===== src/rtl/instr_encoder_loader.sv =====
// Instruction encoder / boot-loader: packs DP, LDR/STR and B field bundles into
// 32-bit words and writes them sequentially into imem while holding the CPU in reset.
module instr_encoder_loader #(
    parameter int ADDR_W    = 6,
    parameter int BASE_ADDR = 0,
    parameter int MAX_WORDS = 64
) (
    input  logic              clk,
    input  logic              reset,
    input  logic              start,
    input  logic              in_valid,
    output logic              in_ready,
    input  logic              in_last,
    input  logic [1:0]        in_op,
    input  logic              in_i,
    input  logic [3:0]        in_cmd,
    input  logic              in_s,
    input  logic              in_l,
    input  logic [3:0]        in_cond,
    input  logic [3:0]        in_rn,
    input  logic [3:0]        in_rd,
    input  logic [11:0]       in_src2,
    input  logic [23:0]       in_imm24,
    output logic              mem_we,
    output logic [ADDR_W-1:0] mem_addr,
    output logic [31:0]       mem_wdata,
    output logic [ADDR_W:0]   word_count,
    output logic              cpu_hold,
    output logic              done,
    output logic              err_op,
    output logic              err_ovf
);

    localparam logic [ADDR_W-1:0] BASE    = ADDR_W'(BASE_ADDR);
    localparam logic [ADDR_W:0]   MAX_CNT = (ADDR_W+1)'(MAX_WORDS);

    typedef enum logic [1:0] {
        S_IDLE,
        S_LOAD,
        S_WRITE,
        S_DONE
    } state_t;

    state_t      state, state_nx;
    logic        accept;
    logic        is_illegal;
    logic        is_full;
    logic        last_q;
    logic [31:0] enc_word;

    assign accept     = in_valid & in_ready;
    assign is_illegal = (in_op == 2'b11);
    assign is_full    = (word_count == MAX_CNT);

    always_comb begin
        enc_word = '0;
        case (in_op)
            2'b00:   enc_word = {in_cond, 2'b00, in_i, in_cmd, in_s, in_rn, in_rd, in_src2};
            2'b01:   enc_word = {in_cond, 2'b01, 1'b0, 1'b1, 1'b1, 1'b0, 1'b0, in_l,
                                 in_rn, in_rd, in_src2};
            2'b10:   enc_word = {in_cond, 2'b10, 2'b10, in_imm24};
            default: enc_word = '0;
        endcase
    end

    always_ff @(posedge clk or posedge reset) begin
        if (reset) state <= S_IDLE;
        else       state <= state_nx;
    end

    always_comb begin
        state_nx = state;
        in_ready = 1'b0;
        mem_we   = 1'b0;
        done     = 1'b0;
        cpu_hold = 1'b1;
        case (state)
            S_IDLE: begin
                if (start) state_nx = S_LOAD;
            end
            S_LOAD: begin
                in_ready = 1'b1;
                if (accept) begin
                    if (is_full)         state_nx = S_DONE;
                    else if (is_illegal) state_nx = in_last ? S_DONE : S_LOAD;
                    else                 state_nx = S_WRITE;
                end
            end
            S_WRITE: begin
                mem_we   = 1'b1;
                state_nx = last_q ? S_DONE : S_LOAD;
            end
            S_DONE: begin
                done     = 1'b1;
                cpu_hold = 1'b0;
                if (start) state_nx = S_LOAD;
            end
            default: state_nx = S_IDLE;
        endcase
    end

    // Address/count advance on leaving WRITE so the strobe cycle sees the current slot.
    always_ff @(posedge clk or posedge reset) begin
        if (reset) begin
            mem_addr   <= BASE;
            mem_wdata  <= '0;
            word_count <= '0;
            err_op     <= 1'b0;
            err_ovf    <= 1'b0;
            last_q     <= 1'b0;
        end else begin
            case (state)
                S_IDLE, S_DONE: begin
                    if (start) begin
                        mem_addr   <= BASE;
                        word_count <= '0;
                        err_op     <= 1'b0;
                        err_ovf    <= 1'b0;
                    end
                end
                S_LOAD: begin
                    if (accept) begin
                        if (is_full) begin
                            err_ovf <= 1'b1;
                        end else if (is_illegal) begin
                            err_op <= 1'b1;
                        end else begin
                            mem_wdata <= enc_word;
                            last_q    <= in_last;
                        end
                    end
                end
                S_WRITE: begin
                    mem_addr   <= mem_addr + ADDR_W'(1);
                    word_count <= word_count + (ADDR_W+1)'(1);
                end
                default: ;
            endcase
        end
    end

endmodule


===== config.mk =====
export PLATFORM = sky130hd
export DESIGN_NAME = instr_encoder_loader
export DESIGN_NICKNAME = d
export VERILOG_FILES = /design/src/rtl/instr_encoder_loader.sv
export SDC_FILE = /design/constraint.sdc
export NUM_CORES = 1
export LEC_CHECK = 0
export CAP_MARGIN = 40
export CORE_ASPECT_RATIO = 1.5
export CORE_MARGIN = 1
export CORE_UTILIZATION = 38
export CTS_BUF_LIST = sky130_fd_sc_hd__clkbuf_4 sky130_fd_sc_hd__clkbuf_8 sky130_fd_sc_hd__clkbuf_16
export CTS_CLUSTER_DIAMETER = 30
export DETAILED_ROUTE_END_ITERATION = 8
export MAX_ROUTING_LAYER = met4
export PLACE_DENSITY = 0.77
export SYNTH_ARGS = -nofsm -noshare
export SYNTH_HDL_FRONTEND = slang
export SYNTH_SLANG_ARGS = --single-unit

===== constraint.sdc =====
create_clock -name clk -period 2.1 [get_ports clk]
set_clock_uncertainty 0.15 [all_clocks]
set_input_delay 0.42 -clock clk [delete_from_list [all_inputs] [get_ports clk]]
set_output_delay 0.42 -clock clk [all_outputs]
set_load 0.05 [all_outputs]

# --- After elaboration in Yosys (flattened, before gate mapping) ---
# Cells that the tools add are included.
totals:
  reg_bits: 50
  output_inout_bits: 51
op_classes:
  addsub: 2
  n_eq_ne: 12
  mux: 24
  n_bitwise: 3
  reduce_logical: 10
op_table:
  columns: ["op", "n"]
  rows:
  - ["one-hot mux 32 bit (3 select lines)", 1]
  - ["one-hot mux 7 bit (2 select lines)", 1]
  - ["2-to-1 mux 2 bit", 6]
  - ["one-hot mux 6 bit (2 select lines)", 1]
  - ["2-to-1 mux 1 bit", 10]
  - ["equality test 2 bit, second input constant", 4]
  - ["!= test 2 bit, second input constant", 4]
  - ["AND reduction 4 bit", 2]
  - ["adder 7 x 1 -> 7 bit, second input constant", 1]
  - ["equality test 7 bit, second input constant", 1]
  - ["2-to-1 mux 7 bit", 1]
  - ["adder 6 x 1 -> 6 bit, second input constant", 1]
  - ["2-to-1 mux 6 bit", 1]
  - ["one-hot mux 2 bit (3 select lines)", 1]
  - ["AND reduction 5 bit", 1]
  - ["equality test 2 x 1 -> 1 bit, second input constant", 2]
  - ["logical NOT 2 bit", 2]
  - ["one-hot mux 1 bit (2 select lines)", 2]
  - ["AND reduction 2 bit", 2]
  - ["nonzero test 2 bit", 2]
  - ["!= test 2 x 1 -> 1 bit, second input constant", 1]
  - ["NOT 1 bit", 2]
  - ["OR reduction 2 bit", 1]
  - ["AND 1 bit", 1]

# --- Longest topological paths before layout ---
logic_depth:
  ltp_word: 5
  mapped_depth: 8

# --- Least setup slack after synthesis ---
# No wires, ideal clock.
synth_path:
  path_type: "reg-to-reg"
  startpoint: "register state[0]"
  endpoint: "register word_count[4]"
  setup_ns: 0.097
  arrival_ns: 1.960
  path_slack_ns: -0.107
  path_stages_with_launch: 7
  n_path_buf: 1
  period_less_slack_ns: 2.207
  cell_sequence: "dfrtp_1 > inv_1 > ha_1 > inv_1 > or3_1 > clkbuf_1 > o31ai_1"
synth_via:
  elab_chain_cells: 4
  word_cells_on_any_way: 8
  cone_classes: "3 x eq/ne; 1 x mux; 4 x reduce/logical"
synth_rtl:
  columns: ["item", "line_no", "text"]
  rows:
  - ["from (decl)", "44", "state_t state, state_nx;"]
  - ["from (signal assigned)", "68", "else state <= state_nx;"]
  - ["equality test 2 bit or logical NOT 2 bit (tied branches)", "112", "case (state)"]
  - ["OR reduction 2 bit (no line)", null, null]
  - ["!= test 2 x 1 -> 1 bit (no line) or nonzero test 2 bit (tied branches)", null, null]
  - ["AND reduction 2 bit (no line)", null, null]
  - ["to (signal assigned)", "135", "word_count <= word_count + (ADDR_W+1)'(1);"]
  - ["to (decl)", "27", "output logic [ADDR_W:0] word_count,"]
# Parallel ways exist; a longest one is shown, timed or not.
# A chain may end at the register's enable or synchronous reset.

# --- Worst setup path after layout ---
layout_path:
  startpoint: "register mem_wdata[23]"
  endpoint: "output mem_wdata[23]"
layout_lines:
  columns: ["item", "line_no", "text"]
  rows:
  - ["from (decl)", "26", "output logic [31:0] mem_wdata,"]
  - ["from (signal assigned)", "128", "mem_wdata <= enc_word;"]
# No word-level cell between the ends.

==> impl_results.rst <==
.. list-table::
   :header-rows: 1

   * - Metric
     - Value
   * - Run status
     - finished clean
   * - Start point of the critical path
     - mem_wdata[23]
   * - Net count after synthesis
     - 334
   * - Remaining DRCs
     - 0
   * - Highest fanout seen on the critical path
     - 2
   * - Maximum Capacitance Violations
     - 0
   * - Sequential area share after synthesis
     - 50.40%
   * - Netlist area before placement
     - 2482 um^2
   * - Combinational cell fraction of total power
     - 59.8%
   * - Critical path, cell by cell
     - clkdlybuf4s50_1
   * - First-pass GRT wire length
     - 10.38 mm
   * - Leading cell types by total area after synthesis
     - sky130_fd_sc_hd__dfrtp_1, sky130_fd_sc_hd__o21ai_0, sky130_fd_sc_hd__nor2b_1
   * - Number of antenna violations at the first check in global routing
     - 0
   * - GP Congestion
     - 0.7776
   * - Kind of launch point of the worst setup path
     - register
   * - Global route overflow
     - 0
   * - Sum of routed wire length over all layers
     - 6.590 mm
   * - Synth unique cells
     - 34
   * - Tightest slew margin relative to the limit
     - 64.69%
   * - Starting density of the core
     - 39.92%
   * - Number of vias per cell after detailed routing
     - 5.108
   * - Via count of the first global-routing pass
     - 2334
   * - Final HPWL from detailed placement
     - 5.139 mm
   * - Count of buffering cells on the critical path with inverters included
     - 1
   * - Number of port buffers
     - 112
   * - Cell chosen for the clock root
     - sky130_fd_sc_hd__clkbuf_8
   * - Die Area
     - 6866 um^2
   * - Cell class contributing the biggest share of worst-path delay
     - buffers and inverters
   * - CTS HTree Levels
     - 2
   * - Switching power share of the total
     - 47.79%
   * - First-pass iteration count of the detailed router
     - 4
   * - Flip-flop cell with the highest count after synthesis
     - sky130_fd_sc_hd__dfrtp_1
   * - Number of gates resized after CTS
     - 0
   * - TritonCTS Buffers
     - 5
   * - Achievable Freq
     - 0.4866 GHz
   * - Number of clock sinks seen by CTS
     - 50
   * - Antenna Violating Nets Remaining
     - 0
   * - Leakage
     - 1.754 nW
   * - Max-slew violation total from the final report
     - 0
   * - Synth Warn #
     - 0
   * - Switching power summed over all nets
     - 2.661 mW
   * - Synth async-reset ratio
     - 100.0%
   * - Final critical delay including setup and external delays
     - 2.055 ns
   * - Clock network latency to the later pin of the worst-skew pair
     - 0.30 ns
   * - Post-Syn Instances
     - 265
   * - Total of endpoints with negative setup slack in the final report
     - 0
   * - Part of the power in registers
     - 27.9%
   * - Number of rows created at floorplan
     - 35
   * - Setup fix buffers added after clock tree synthesis
     - 0
   * - Syn-to-layout area delta
     - 57.96%
   * - Internal power component
     - 2.908 mW
   * - Die outline height
     - 101.0 um
   * - Worst path arrival time
     - 1.48 ns
   * - VDD IR max
     - 0.0006647 V
   * - Post-synth EDFFs
     - 0
   * - Layout Nets
     - 456
   * - Clk buf depth
     - 2
   * - Die boundary width
     - 67.99 um
   * - Final worst-path cycle share
     - 97.85%
   * - Largest net degree at the start of global routing
     - 33
   * - Endpoint required time on the critical path
     - 1.53 ns
   * - Placeable core region
     - 6218 um^2
   * - Setup TNS
     - 0 ns
   * - Fraction of final layout cells sized beyond drive strength 1
     - 16.49%
   * - Detailed-route wire length per cell
     - 14.26 um
   * - Proportion of power drawn by the clock network
     - 12.3%
   * - Power density relative to cell area
     - 1420 nW/um^2
   * - Hold-fix buffer count after cts
     - 0
   * - CP endpoint kind
     - primary output
   * - Top-Level Pins
     - 113
   * - Count of antenna diodes in the layout
     - 0
   * - Post-Place Worst Slack
     - 0.07830 ns
   * - Worst-margin pin slew
     - 0.5288 ns
   * - Slowest cell on the critical path
     - sky130_fd_sc_hd__clkdlybuf4s50_1
   * - Overall global routing resource usage
     - 20.51%
   * - Worst Slack Setup Final
     - 0.04509 ns
   * - RSZ-0062 raised after global routing
     - false
   * - Reg2reg start
     - state[0]
   * - Crit-path max cell delay
     - 0.81 ns
   * - Fill count
     - 538
   * - Clk slew on worst S/H paths
     - 0.09 ns
   * - Starting DRC count in detailed routing
     - 70
   * - Biggest area consumer among synthesized cells
     - sky130_fd_sc_hd__dfrtp_1
   * - Total of flip-flops plus latches after synthesis
     - 50
   * - Final Hold Viols
     - 0
   * - Total power after layout
     - 5.569 mW
   * - Post-Syn Area per Cell
     - 9.367 um^2
   * - Yosys top cell area share
     - 50.40%
   * - Vias
     - 2360
   * - Worst Setup Path Type
     - register to primary output
   * - Clock tree from TritonCTS
     - done
   * - Worst hold path type
     - input port to asynchronous set/reset pin
through the flow:
| step | utilization [%] | std cells | hold WS (ns) | area, um^2 |
|---|---|---|---|---|
| global route | 63.06 | 462 | 0.3489 | 3921 |
| CTS | 62.78 | 462 | 0.3104 | 3904 |
| detailed placement | 60.95 | 454 | 0.3204 | 3790 |
| finish | 63.06 | 462 | 0.3026 | 3921 |
| floorplan | - | 265 | 0.3145 | 2491 |
| global placement | 60.95 | 454 | 0.3123 | 3790 |
logic make-up (layout without fill, tap and decap cells):
group | after synthesis | in the layout | share of synthesized area, %
DFF | 50 | 50 | 50.40
buffers and inverters | 23 | 146 | 4.032
muxes | 10 | 10 | 4.385
adders and majority gates | 7 | 7 | 3.528
AOI/OAI and AO/OA | 84 | 84 | 19.61
and+or+nand+nor | 91 | 91 | 18.04
metal layers:
layer	wire, um	share of wire [%]	vias up	global-route usage [%]
met5	0	0	-	-
met2	3472	53	96	36.88
met3	470	7.1	17	4.186
met1	2505	38	1095	21.77
met4	143	2.2	0	6.090
li1	-	-	1152	-
flip-flops by register name, summed over array words and instances, names as in the netlist:
signal	cells
err_op	1
err_ovf	1
last_q	1
mem_addr	6
mem_wdata	32
state	2
word_count	7
tightest hold or removal path, stage by stage:
cell and delay [ns]:
sky130_fd_sc_hd__clkdlybuf4s50_1 0.41, sky130_fd_sc_hd__inv_2 0.06, sky130_fd_sc_hd__buf_4 0.25
final timing paths:
kind,endpoint,slack (ns),cells after the start
worst max-delay path,mem_wdata[23],0.05,1
worst min register to register,mem_wdata[5],0.34,2
min in group clk,mem_wdata[5],0.34,2
worst max register to register,word_count[3],0.12,5
max in group asynchronous,state[1],1.13,3
worst min-delay path,mem_addr[1],0.30,3
cells in the final DEF, fill, tap and decap left out, drive strengths merged, types with 6 or more instances in the layout:
master and instances:
a21oi 27, buf 41, clkbuf 6, clkdlybuf4s50 84, dfrtp 50, ha 7
inv 9, mux2 7, nand2 35, nand3 6, nor2 12, nor2b 22
o21ai 38, o31ai 7
power by group through the flow:
stage / logic [mW] / clock network (mW) / registers [mW]
floorplan: 0.896 / 0 / 2.76
detailed placement: 3.33 / 0 / 1.58
global placement: 3.29 / 0 / 1.56
finish: 3.33 / 0.686 / 1.55
CTS: 3.34 / 0.701 / 1.56
global route: 3.54 / 0.733 / 1.60
synth_stat cells, types with 2 or more instances:
| cell type | count |
|---|---|
| sky130_fd_sc_hd__dfrtp_1 | 50 |
| sky130_fd_sc_hd__o21ai_0 | 37 |
| sky130_fd_sc_hd__mux2i_1 | 3 |
| sky130_fd_sc_hd__buf_2 | 4 |
| sky130_fd_sc_hd__a21oi_1 | 27 |
| sky130_fd_sc_hd__nor2b_1 | 22 |
| sky130_fd_sc_hd__nand2b_1 | 4 |
| sky130_fd_sc_hd__o22a_1 | 2 |
| sky130_fd_sc_hd__inv_1 | 9 |
| sky130_fd_sc_hd__ha_1 | 7 |
| sky130_fd_sc_hd__mux2_1 | 4 |
| sky130_fd_sc_hd__mux2_2 | 3 |
| sky130_fd_sc_hd__a22o_1 | 3 |
| sky130_fd_sc_hd__nand3_1 | 6 |
| sky130_fd_sc_hd__a2bb2oi_1 | 2 |
| sky130_fd_sc_hd__nor3_1 | 3 |
| sky130_fd_sc_hd__nand2_1 | 35 |
| sky130_fd_sc_hd__clkbuf_1 | 8 |
| sky130_fd_sc_hd__nor2_1 | 12 |
| sky130_fd_sc_hd__o31ai_1 | 7 |
| sky130_fd_sc_hd__and2_1 | 4 |
final cells by class:
cell class                      instances  area (um^2)  share of cell area, %
Tap cell                               74        92.59                  2.361
Timing Repair Buffer                  129         1274                  32.48
Clock inverter                          2        37.54                 0.9572
Multi-Input combinational cell        192         1152                  29.39
Clock buffer                            6        76.32                  1.946
Sequential cell                        50         1255                  32.00
Inverter                                9        33.78                 0.8615
Power figures use the tool's default switching activity.
